File: config.mk
export PLATFORM = sky130hd
export DESIGN_NAME = rect_fill_engine
export DESIGN_NICKNAME = d
export VERILOG_FILES = /design/src/rtl/fb_pkg.sv /design/src/rtl/rect_clip.sv /design/src/rtl/rect_fill_engine.sv
export SDC_FILE = /design/constraint.sdc
export NUM_CORES = 1
export LEC_CHECK = 0
export CORE_MARGIN = 2
export CORE_UTILIZATION = 51
export CTS_CLUSTER_SIZE = 30
export DETAILED_ROUTE_END_ITERATION = 6
export GPL_TIMING_DRIVEN = 0
export PLACE_DENSITY = 0.84
export SETUP_SLACK_MARGIN = 0.02
export SLEW_MARGIN = 20
export SYNTH_ARGS = -nofsm -noshare
export SYNTH_HDL_FRONTEND = slang
export SYNTH_SLANG_ARGS = --single-unit
File: constraint.sdc
create_clock -name clk -period 4.81 [get_ports clk]
set_input_delay 0.7215 -clock clk [delete_from_list [all_inputs] [get_ports clk]]
set_output_delay 0.7215 -clock clk [all_outputs]
set_load 0.03 [all_outputs]
File: src/rtl/fb_pkg.sv
// Shared frame-buffer definitions: geometry, fill FSM states, colour and command types.
package fb_pkg;

  localparam int FB_W      = 320;
  localparam int FB_H      = 240;
  localparam int FB_ADDR_W = 17;
  localparam int FB_PIXELS = FB_W * FB_H;

  // RGB444 colour, same encoding the display path scans out.
  typedef logic [11:0] rgb444_t;

  typedef enum logic [1:0] {
    ST_IDLE  = 2'd0,
    ST_SETUP = 2'd1,
    ST_FILL  = 2'd2,
    ST_DONE  = 2'd3
  } fill_state_t;

  // Fill command as captured from the request interface.
  typedef struct packed {
    logic [8:0] x;
    logic [7:0] y;
    logic [8:0] w;
    logic [7:0] h;
    rgb444_t    color;
  } fill_cmd_t;

  // Start address of a row: y*320 built from shifts so no multiplier is needed.
  function automatic logic [FB_ADDR_W-1:0] fb_row_base(input logic [7:0] y);
    logic [FB_ADDR_W-1:0] w_y;
    w_y = {{(FB_ADDR_W-8){1'b0}}, y};
    return (w_y << 8) + (w_y << 6);
  endfunction

endpackage

File: src/rtl/rect_clip.sv
// Combinational clipping of a fill rectangle against the visible frame.
module rect_clip
  import fb_pkg::*;
#(
  parameter int CLIP_W = fb_pkg::FB_W,
  parameter int CLIP_H = fb_pkg::FB_H
) (
  input  logic [8:0] i_x,
  input  logic [7:0] i_y,
  input  logic [8:0] i_w,
  input  logic [7:0] i_h,
  output logic [9:0] o_x_end,
  output logic [8:0] o_y_end,
  output logic       o_empty
);

  logic [9:0] w_sum_x;
  logic [8:0] w_sum_y;

  // Right/bottom edges before clipping; widths chosen so the sums never wrap.
  assign w_sum_x = {1'b0, i_x} + {1'b0, i_w};
  assign w_sum_y = {1'b0, i_y} + {1'b0, i_h};

  // Clamp exclusive end coordinates to the frame and flag rectangles with no visible pixel.
  always_comb begin
    o_x_end = w_sum_x;
    o_y_end = w_sum_y;
    o_empty = 1'b0;
    if (w_sum_x > 10'(CLIP_W)) begin
      o_x_end = 10'(CLIP_W);
    end else begin
      o_x_end = w_sum_x;
    end
    if (w_sum_y > 9'(CLIP_H)) begin
      o_y_end = 9'(CLIP_H);
    end else begin
      o_y_end = w_sum_y;
    end
    if ((i_w == 9'd0) || (i_h == 8'd0) ||
        ({1'b0, i_x} >= 10'(CLIP_W)) || ({1'b0, i_y} >= 9'(CLIP_H))) begin
      o_empty = 1'b1;
    end else begin
      o_empty = 1'b0;
    end
  end

endmodule

File: src/rtl/rect_fill_engine.sv
// Rectangle-fill engine: accepts one command, clips it, streams raster-order pixel writes.
module rect_fill_engine
  import fb_pkg::*;
#(
  parameter int FB_W   = fb_pkg::FB_W,
  parameter int FB_H   = fb_pkg::FB_H,
  parameter int ADDR_W = fb_pkg::FB_ADDR_W
) (
  input  logic              clk,
  input  logic              reset_n,
  input  logic              cmd_valid,
  output logic              cmd_ready,
  input  logic [8:0]        cmd_x,
  input  logic [7:0]        cmd_y,
  input  logic [8:0]        cmd_w,
  input  logic [7:0]        cmd_h,
  input  logic [11:0]       cmd_color,
  output logic              busy,
  output logic              done,
  output logic              fb_write,
  output logic [ADDR_W-1:0] fb_addr,
  output logic [31:0]       fb_wdata,
  input  logic              fb_grant
);

  fill_state_t       r_state;
  fill_cmd_t         r_cmd;
  logic [9:0]        r_x_end;
  logic [8:0]        r_y_end;
  logic [9:0]        r_cx;
  logic [8:0]        r_cy;
  logic [ADDR_W-1:0] r_row_base;
  logic              r_done;
  logic              r_fb_write;
  logic [ADDR_W-1:0] r_fb_addr;
  logic [31:0]       r_fb_wdata;

  logic [9:0]        w_x_end;
  logic [8:0]        w_y_end;
  logic              w_empty;
  logic [ADDR_W-1:0] w_first_row_base;
  logic [ADDR_W-1:0] w_next_row_base;
  logic              w_last_col;
  logic              w_last_row;
  logic              w_consume;

  rect_clip #(
    .CLIP_W (FB_W),
    .CLIP_H (FB_H)
  ) u_clip (
    .i_x     (r_cmd.x),
    .i_y     (r_cmd.y),
    .i_w     (r_cmd.w),
    .i_h     (r_cmd.h),
    .o_x_end (w_x_end),
    .o_y_end (w_y_end),
    .o_empty (w_empty)
  );

  // Address helpers and end-of-row / end-of-rectangle detection for the current pixel.
  assign w_first_row_base = ADDR_W'(fb_row_base(r_cmd.y));
  assign w_next_row_base  = r_row_base + ADDR_W'(FB_W);
  assign w_last_col       = ((r_cx + 10'd1) >= r_x_end);
  assign w_last_row       = ((r_cy + 9'd1) >= r_y_end);
  assign w_consume        = r_fb_write & fb_grant;

  // Main FSM: command capture, setup, granted pixel stepping and completion pulse.
  always_ff @(posedge clk or negedge reset_n) begin
    if (!reset_n) begin
      r_state    <= ST_IDLE;
      r_cmd      <= '0;
      r_x_end    <= 10'd0;
      r_y_end    <= 9'd0;
      r_cx       <= 10'd0;
      r_cy       <= 9'd0;
      r_row_base <= '0;
      r_done     <= 1'b0;
      r_fb_write <= 1'b0;
      r_fb_addr  <= '0;
      r_fb_wdata <= 32'd0;
    end else begin
      case (r_state)
        ST_IDLE: begin
          r_done     <= 1'b0;
          r_fb_write <= 1'b0;
          if (cmd_valid) begin
            r_cmd   <= '{x: cmd_x, y: cmd_y, w: cmd_w, h: cmd_h, color: cmd_color};
            r_state <= ST_SETUP;
          end
        end
        ST_SETUP: begin
          r_x_end    <= w_x_end;
          r_y_end    <= w_y_end;
          r_row_base <= w_first_row_base;
          r_cx       <= {1'b0, r_cmd.x};
          r_cy       <= {1'b0, r_cmd.y};
          r_fb_addr  <= w_first_row_base + ADDR_W'(r_cmd.x);
          r_fb_wdata <= {20'h0, r_cmd.color};
          if (w_empty) begin
            r_fb_write <= 1'b0;
            r_done     <= 1'b1;
            r_state    <= ST_DONE;
          end else begin
            r_fb_write <= 1'b1;
            r_done     <= 1'b0;
            r_state    <= ST_FILL;
          end
        end
        ST_FILL: begin
          // Without a grant every counter and output simply holds.
          if (w_consume) begin
            if (w_last_col) begin
              r_cx       <= {1'b0, r_cmd.x};
              r_cy       <= r_cy + 9'd1;
              r_row_base <= w_next_row_base;
              r_fb_addr  <= w_next_row_base + ADDR_W'(r_cmd.x);
              if (w_last_row) begin
                r_fb_write <= 1'b0;
                r_done     <= 1'b1;
                r_state    <= ST_DONE;
              end
            end else begin
              r_cx      <= r_cx + 10'd1;
              r_fb_addr <= r_row_base + ADDR_W'(r_cx + 10'd1);
            end
          end
        end
        ST_DONE: begin
          r_done     <= 1'b0;
          r_fb_write <= 1'b0;
          r_state    <= ST_IDLE;
        end
        default: begin
          r_done     <= 1'b0;
          r_fb_write <= 1'b0;
          r_state    <= ST_IDLE;
        end
      endcase
    end
  end

  assign cmd_ready = (r_state == ST_IDLE);
  assign busy      = (r_state != ST_IDLE);
  assign done      = r_done;
  assign fb_write  = r_fb_write;
  assign fb_addr   = r_fb_addr;
  assign fb_wdata  = r_fb_wdata;

endmodule
==> flow_summary.json, run 1 <==
{
  "status": "finished clean",
  "cts_resized": 0,
  "fillers": 1301,
  "root_buffer": "clkbuf_16",
  "ctsHoldBuffers": 0,
  "wl_per_cell_um": 18.3,
  "synth_compound_area_share_pct": 19.0,
  "clkTransAtPathRegs_ns": 0.06,
  "synth-xor-area-share_pct": 6.12,
  "finalSetupViolations": 0,
  "die_h_um": 133,
  "multiInputGateArea_um2": 4860,
  "cts_made_buffers": 17,
  "worstSetupEndpointType": "flop",
  "syn_area_um2": 8440,
  "cts_tree": "done",
  "rows": 47,
  "slew_headroom_pct": 50.7,
  "synth_top_family_by_area": "compound AO/OA/AOI/OAI gates",
  "cap_violations": 0,
  "die_x_um": 133,
  "ys_types": 81,
  "synthArstFlopShare_pct": 100,
  "syn_inst": 863,
  "synth_adder_area_share_pct": 10.1,
  "grt_pass1_vias": 7271,
  "drc_errors": 0,
  "synth-edff-count": 0,
  "cts.path.max_buffers": 2,
  "grt_pass1_wl_mm": 36.7,
  "ys_warn_count": 0,
  "io_buffers": 82,
  "avgSynthCellArea_um2": 9.78,
  "drtIter0Drc": 634,
  "start_kind": "flop",
  "dpl.hpwl_mm": 16.1,
  "ys_ff_latch": 127,
  "grt_max_degree": 84,
  "drv_slew": 0,
  "drtPass1Iterations": 5,
  "vias": 7174,
  "max_freq_ghz": 0.251,
  "reg2reg_slack_ns": 0.83,
  "crit_type": "flop to flop",
  "h-tree-depth": 4,
  "pin_count": 103,
  "ant_nets": 0,
  "grt_antenna_before_repair": 0,
  "fin_skew_ns": 0.0143,
  "grt-ovfl-total": 0,
  "drive_gt1_share_pct": 15.2,
  "synthSimpleGateAreaFrac_pct": 12.4,
  "fin_ws_ns": 0.829,
  "cts_sinks": 127,
  "rsz0062_at_grt": "no",
  "period_minus_slack_ns": 3.98,
  "cts_setup_buffers": 0,
  "regArea_um2": 3180,
  "track_usage_pct": 26.1,
  "nets": 1101,
  "seq_area_frac_synth_pct": 37.6,
  "hold_viol": 0,
  "fin_crit_sh_pct": 82.8,
  "required_ns": 5.17,
  "worst_pin_slew_ns": 0.739,
  "start_util_pct": 51.5,
  "diodes": 0,
  "yosys-mux-area-fraction_pct": 8.97,
  "pre_cts_ws_ns": 1.04,
  "place_congestion": 0.930,
  "viasPerCell": 5.89,
  "critical_path_peak_fanout": 11,
  "min_path_type": "input port to async pin",
  "core_area_um2": 16400,
  "clk_latency_ns": 0.44,
  "fp.dieArea_um2": 17600,
  "routed_wl_mm": 22.3,
  "area_delta_synth_final_pct": 21.0,
  "arrival_ns": 4.34,
  "ys.flop_type": "dfrtp_1"
}
-- metrics by stage --
step           cells  utilization (%)  hold slack, ns  instance area (um^2)  setup TNS (ns)
2_1_floorplan    883                -           0.426                  8520               0
3_3_place_gp    1185             58.6           0.461                  9610         -241.76
3_5_place_dp    1186             58.8           0.470                  9640               0
4_1_cts         1218             62.3           0.230                 10200               0
5_1_grt         1218             62.3           0.244                 10200               0
6_report        1218             62.3           0.216                 10200               0
-- cell usage after synthesis, types with 4 or more instances --
library cell | number | area share (%)
o21a_1 | 8 | 0.71
a31oi_1 | 11 | 0.82
fa_1 | 4 | 0.95
a21boi_0 | 8 | 0.71
a211oi_1 | 13 | 1.2
nand2b_1 | 8 | 0.59
mux2i_1 | 7 | 0.83
xor2_1 | 21 | 2.2
nand4_1 | 11 | 0.82
or2_2 | 9 | 0.67
a22o_1 | 5 | 0.52
o211ai_1 | 7 | 0.62
ha_1 | 62 | 9.2
dfrtp_1 | 127 | 38
a21oi_1 | 45 | 2.7
nand3_1 | 22 | 1.3
clkbuf_1 | 24 | 1.1
buf_2 | 4 | 0.24
mux2_2 | 60 | 8.0
o22ai_1 | 14 | 1.0
a21o_1 | 15 | 1.3
a2bb2oi_1 | 6 | 0.62
inv_1 | 42 | 1.9
nor2_1 | 51 | 2.3
and3_1 | 10 | 0.74
o32ai_1 | 4 | 0.41
nor3_1 | 14 | 0.83
nand2_1 | 64 | 2.8
o21ai_0 | 50 | 3.0
nor2b_1 | 5 | 0.37
buf_4 | 23 | 2.0
xnor2_1 | 38 | 3.9
-- critical path, cell delays in order, from the launching register on --
cell	delay (ns)
dfrtp_1	0.62
ha_1	0.36
nand3_1	0.12
xnor2_1	0.29
ha_1	0.24
o21a_1	0.13
o211ai_1	0.09
a21oi_2	0.27
nand2_2	0.22
o21ai_2	0.53
clkbuf_1	0.63
o22ai_1	0.22
a21oi_1	0.15
-- registers in the layout (all words and copies together), names as in the netlist, 2 cells and up --
signal	count
r_x_end	10
r_cx	10
fb_wdata	12
r_cmd	46
r_cy	9
r_row_base	11
r_y_end	9
fb_addr	16
r_state	2
-- cells by family after synthesis --
group                      count (synthesis)
and+or+nand+nor                          214
other                                      1
buffers and inverters                     97
xor gates and xnor gates                  59
AOI/OAI and AO/OA                        231
adders and majority gates                 66
DFF                                      127
muxes                                     68
-- metal layers --
layer  GRT usage, %  up-vias  routed length, um
li1               -     3345                  -
met1           31.7     3463               9080
met2           43.6      293              10700
met3           6.67       73               1750
met4           12.5        0                762
met5              0        -                  0
-- path summary, 6_finish.rpt --
path,end,depth (start not counted),startpoint
max in group asynchronous,r_x_end[5]$_DFFE_PN0P_,2,reset_n
hold reg to reg,fb_addr[5]$_DFFE_PN0P_,1,fb_addr[5]$_DFFE_PN0P_
setup reg to reg,r_row_base[15]$_DFFE_PN0P_,12,r_cx[0]$_DFFE_PN0P_
hold / removal,r_cmd[31]$_DFFE_PN0P_,1,reset_n
setup / recovery,r_row_base[15]$_DFFE_PN0P_,12,r_cx[0]$_DFFE_PN0P_
min in group clk,fb_addr[5]$_DFFE_PN0P_,1,fb_addr[5]$_DFFE_PN0P_
-- layout make-up --
| class | count | area share [%] |
|---|---|---|
| clock buffers | 17 | 4.16 |
| multi-input cells | 659 | 47.6 |
| inverters | 43 | 1.58 |
| clock inverters | 15 | 1.48 |
| flip-flops and latches | 127 | 31.1 |
| repair buffers | 83 | 8.31 |
| plain buffers | 54 | 3.10 |
| well taps | 220 | 2.69 |
-- cell usage in the layout, fill, tap and decap left out, drive strengths merged, types with 9 or more instances in the layout --
cell,count
a211oi,14
a21o,15
a21oi,47
a31oi,11
and3,10
buf,32
clkbuf,41
clkdlybuf4s50,81
conb,21
dfrtp,127
ha,62
inv,49
mux2,61
nand2,65
nand3,22
nand4,11
nor2,53
nor3,14
o21ai,54
o22ai,14
or2,9
xnor2,38
xor2,21
Power of run 1 is left out: the tool's default activity adds up to more than one toggle a clock period on the data nets, which glitch-free logic cannot reach.
==> inputs of run 2 (changes only) <==
--- a/config.mk
+++ b/config.mk
@@ -10,7 +10,7 @@
 export CTS_CLUSTER_SIZE = 30
 export DETAILED_ROUTE_END_ITERATION = 6
 export GPL_TIMING_DRIVEN = 0
-export PLACE_DENSITY = 0.84
+export PLACE_DENSITY = 0.87
 export SETUP_SLACK_MARGIN = 0.02
 export SLEW_MARGIN = 20
 export SYNTH_ARGS = -nofsm -noshare
==> constraint.sdc (replaced) <==
create_clock -name clk -period 3.6 [get_ports clk]
set_input_delay 0.54 -clock clk [delete_from_list [all_inputs] [get_ports clk]]
set_output_delay 0.54 -clock clk [all_outputs]
set_load 0.03 [all_outputs]
==> run 2 against run 1 <==
Register-to-register slack worse by 0.77 ns; global-route usage rose by 0.58 points; die area unchanged; highest routed layer unchanged.
==> flow_summary.json, run 2 (synthesis gave the netlist of run 1 again) <==
{
  "status": "finished clean",
  "fin_tns_setup_ns": 0,
  "cts_made_buffers": 17,
  "io_buffers": 82,
  "drtPass1Iterations": 5,
  "cpPeakStageDelay_ns": 0.39,
  "required_ns": 3.90,
  "ant_nets": 0,
  "crit_cells": 14,
  "drive_gt1_share_pct": 16.2,
  "cts_sinks": 127,
  "fin_crit_sh_pct": 98.5,
  "worstSetupEndpointType": "flop",
  "regArea_um2": 3180,
  "r2r_cells": 14,
  "grt-ovfl-total": 0,
  "critical_path_peak_fanout": 10,
  "crit_type": "flop to flop",
  "grt_pass1_vias": 7287,
  "fin_cells": 1224,
  "slew_headroom_pct": 48.1,
  "rsz0062_at_grt": "yes",
  "clk_latency_ns": 0.43,
  "die_x_um": 133,
  "die_h_um": 133,
  "rows": 47,
  "final_cell_mix": "126 x dfrtp_1, 81 x clkdlybuf4s50_1, 64 x nand2_1",
  "pin_count": 103,
  "hold_depth": 1,
  "pre_cts_ws_ns": -0.187,
  "max_freq_ghz": 0.282,
  "cp_num_buf_inv": 4,
  "start_util_pct": 51.5,
  "path_common_cell": "buf_4",
  "drc_errors": 0,
  "grt_pass1_wl_mm": 37.2,
  "path_cells": "clkbuf_4, and4_1, buf_4, and3_1, nand2_1, xnor2_2, ha_4, a2111oi_4, buf_4, o211ai_4, nand2_4, buf_2, a21oi_1, o311ai_0",
  "cap_violations": 0,
  "clkTransAtPathRegs_ns": 0.06,
  "cts.path.max_buffers": 2,
  "fin_ws_ns": 0.0552,
  "drtIter0Drc": 726,
  "grt_max_degree": 91,
  "root_buffer": "clkbuf_16",
  "wl_per_cell_um": 19.0,
  "hold_ws_ns": 0.475,
  "critPathTopFamily": "compound AO/OA/AOI/OAI gates",
  "placed_cells": 1186,
  "cts_tree": "done",
  "track_usage_pct": 26.7,
  "finalSetupViolations": 0,
  "fp.dieArea_um2": 17600,
  "routed_wl_mm": 23.3,
  "min_path_type": "flop to flop",
  "h-tree-depth": 4,
  "worst_pin_slew_ns": 0.775,
  "multiInputGateArea_um2": 4940,
  "regMostFlops": "r_cmd",
  "vias": 7335,
  "final_common_cell": "dfrtp_1",
  "core_area_um2": 16400,
  "fin_skew_ns": 0.00567,
  "arrival_ns": 3.85,
  "drv_slew": 0,
  "cpMaxStageDelayCell": "o311ai_0",
  "dpl.hpwl_mm": 16.6,
  "place_congestion": 0.917,
  "nets": 1109,
  "grt_antenna_before_repair": 0,
  "start_kind": "flop",
  "diodes": 0,
  "area_delta_synth_final_pct": 22.7,
  "largest_reg_flops": 46,
  "fillers": 1233,
  "period_minus_slack_ns": 3.54,
  "viasPerCell": 5.99,
  "hold_viol": 0
}
[run 2: cell types whose count changed in the layout (fill, tap and decap cells not counted), moves of 2 or more]
cell | previous run | this run
inv_8 | 2 | 0
clkbuf_4 | 0 | 2
clkinv_4 | 4 | 2
buf_4 | 23 | 29
xnor2_1 | 38 | 36
xnor2_2 | 0 | 2
inv_6 | 5 | 2
clkinvlp_4 | 2 | 5
[run 2: metal layers]
metal  vias to the layer above  routed length (um)  GRT usage [%]  share of wire [%]
li1                       3347                   -              -                  -
met2                       411               11200           44.7                 48
met3                        77                2230           7.39                9.6
met1                      3500                9040           32.1                 39
met5                         -                   0              0                  0
met4                         0                 801           12.2                3.4
[run 2: metrics by stage]
stage	area (um^2)	utilization (%)
after floorplan	8520	-
after global placement	9610	58.6
after detailed placement	9650	58.8
after CTS	10200	62.4
after global routing	10400	63.1
final	10400	63.1
[run 2: repair_timing]
item / in CTS / in global routing
setup endpoints to repair: 9 / 39
hold endpoints to repair: 27 / 0
buffers inserted: 0 / 6
gates resized for setup: 2 / 13
cloned: 0 / 1
hold buffers: 1 / 0
pin swaps: 0 / 5
[run 2: path summary, 6_finish.rpt]
path / startpoint / slack [ns] / endpoint
worst max-delay path: r_cx[3]$_DFFE_PN0P_ / 0.06 / fb_addr[9]$_DFFE_PN0P_
worst min-delay path: fb_addr[5]$_DFFE_PN0P_ / 0.47 / fb_addr[5]$_DFFE_PN0P_
worst max register to register: r_cx[3]$_DFFE_PN0P_ / 0.06 / fb_addr[9]$_DFFE_PN0P_
worst min register to register: fb_addr[5]$_DFFE_PN0P_ / 0.47 / fb_addr[5]$_DFFE_PN0P_
max in group asynchronous: reset_n / 2.26 / r_cx[0]$_DFFE_PN0P_
min in group asynchronous: reset_n / 0.58 / r_cmd[33]$_DFFE_PN0P_
[run 2: cell type report]
class / instances / area share [%]
clock inverter: 13 / 1.38
tap: 220 / 2.66
buffer: 54 / 3.12
clock buffer: 17 / 4.11
multi-input combinational: 659 / 47.7
inverter: 43 / 1.56
timing repair buffer: 91 / 8.82
sequential: 127 / 30.7
Power of run 2 is left out for the same reason.
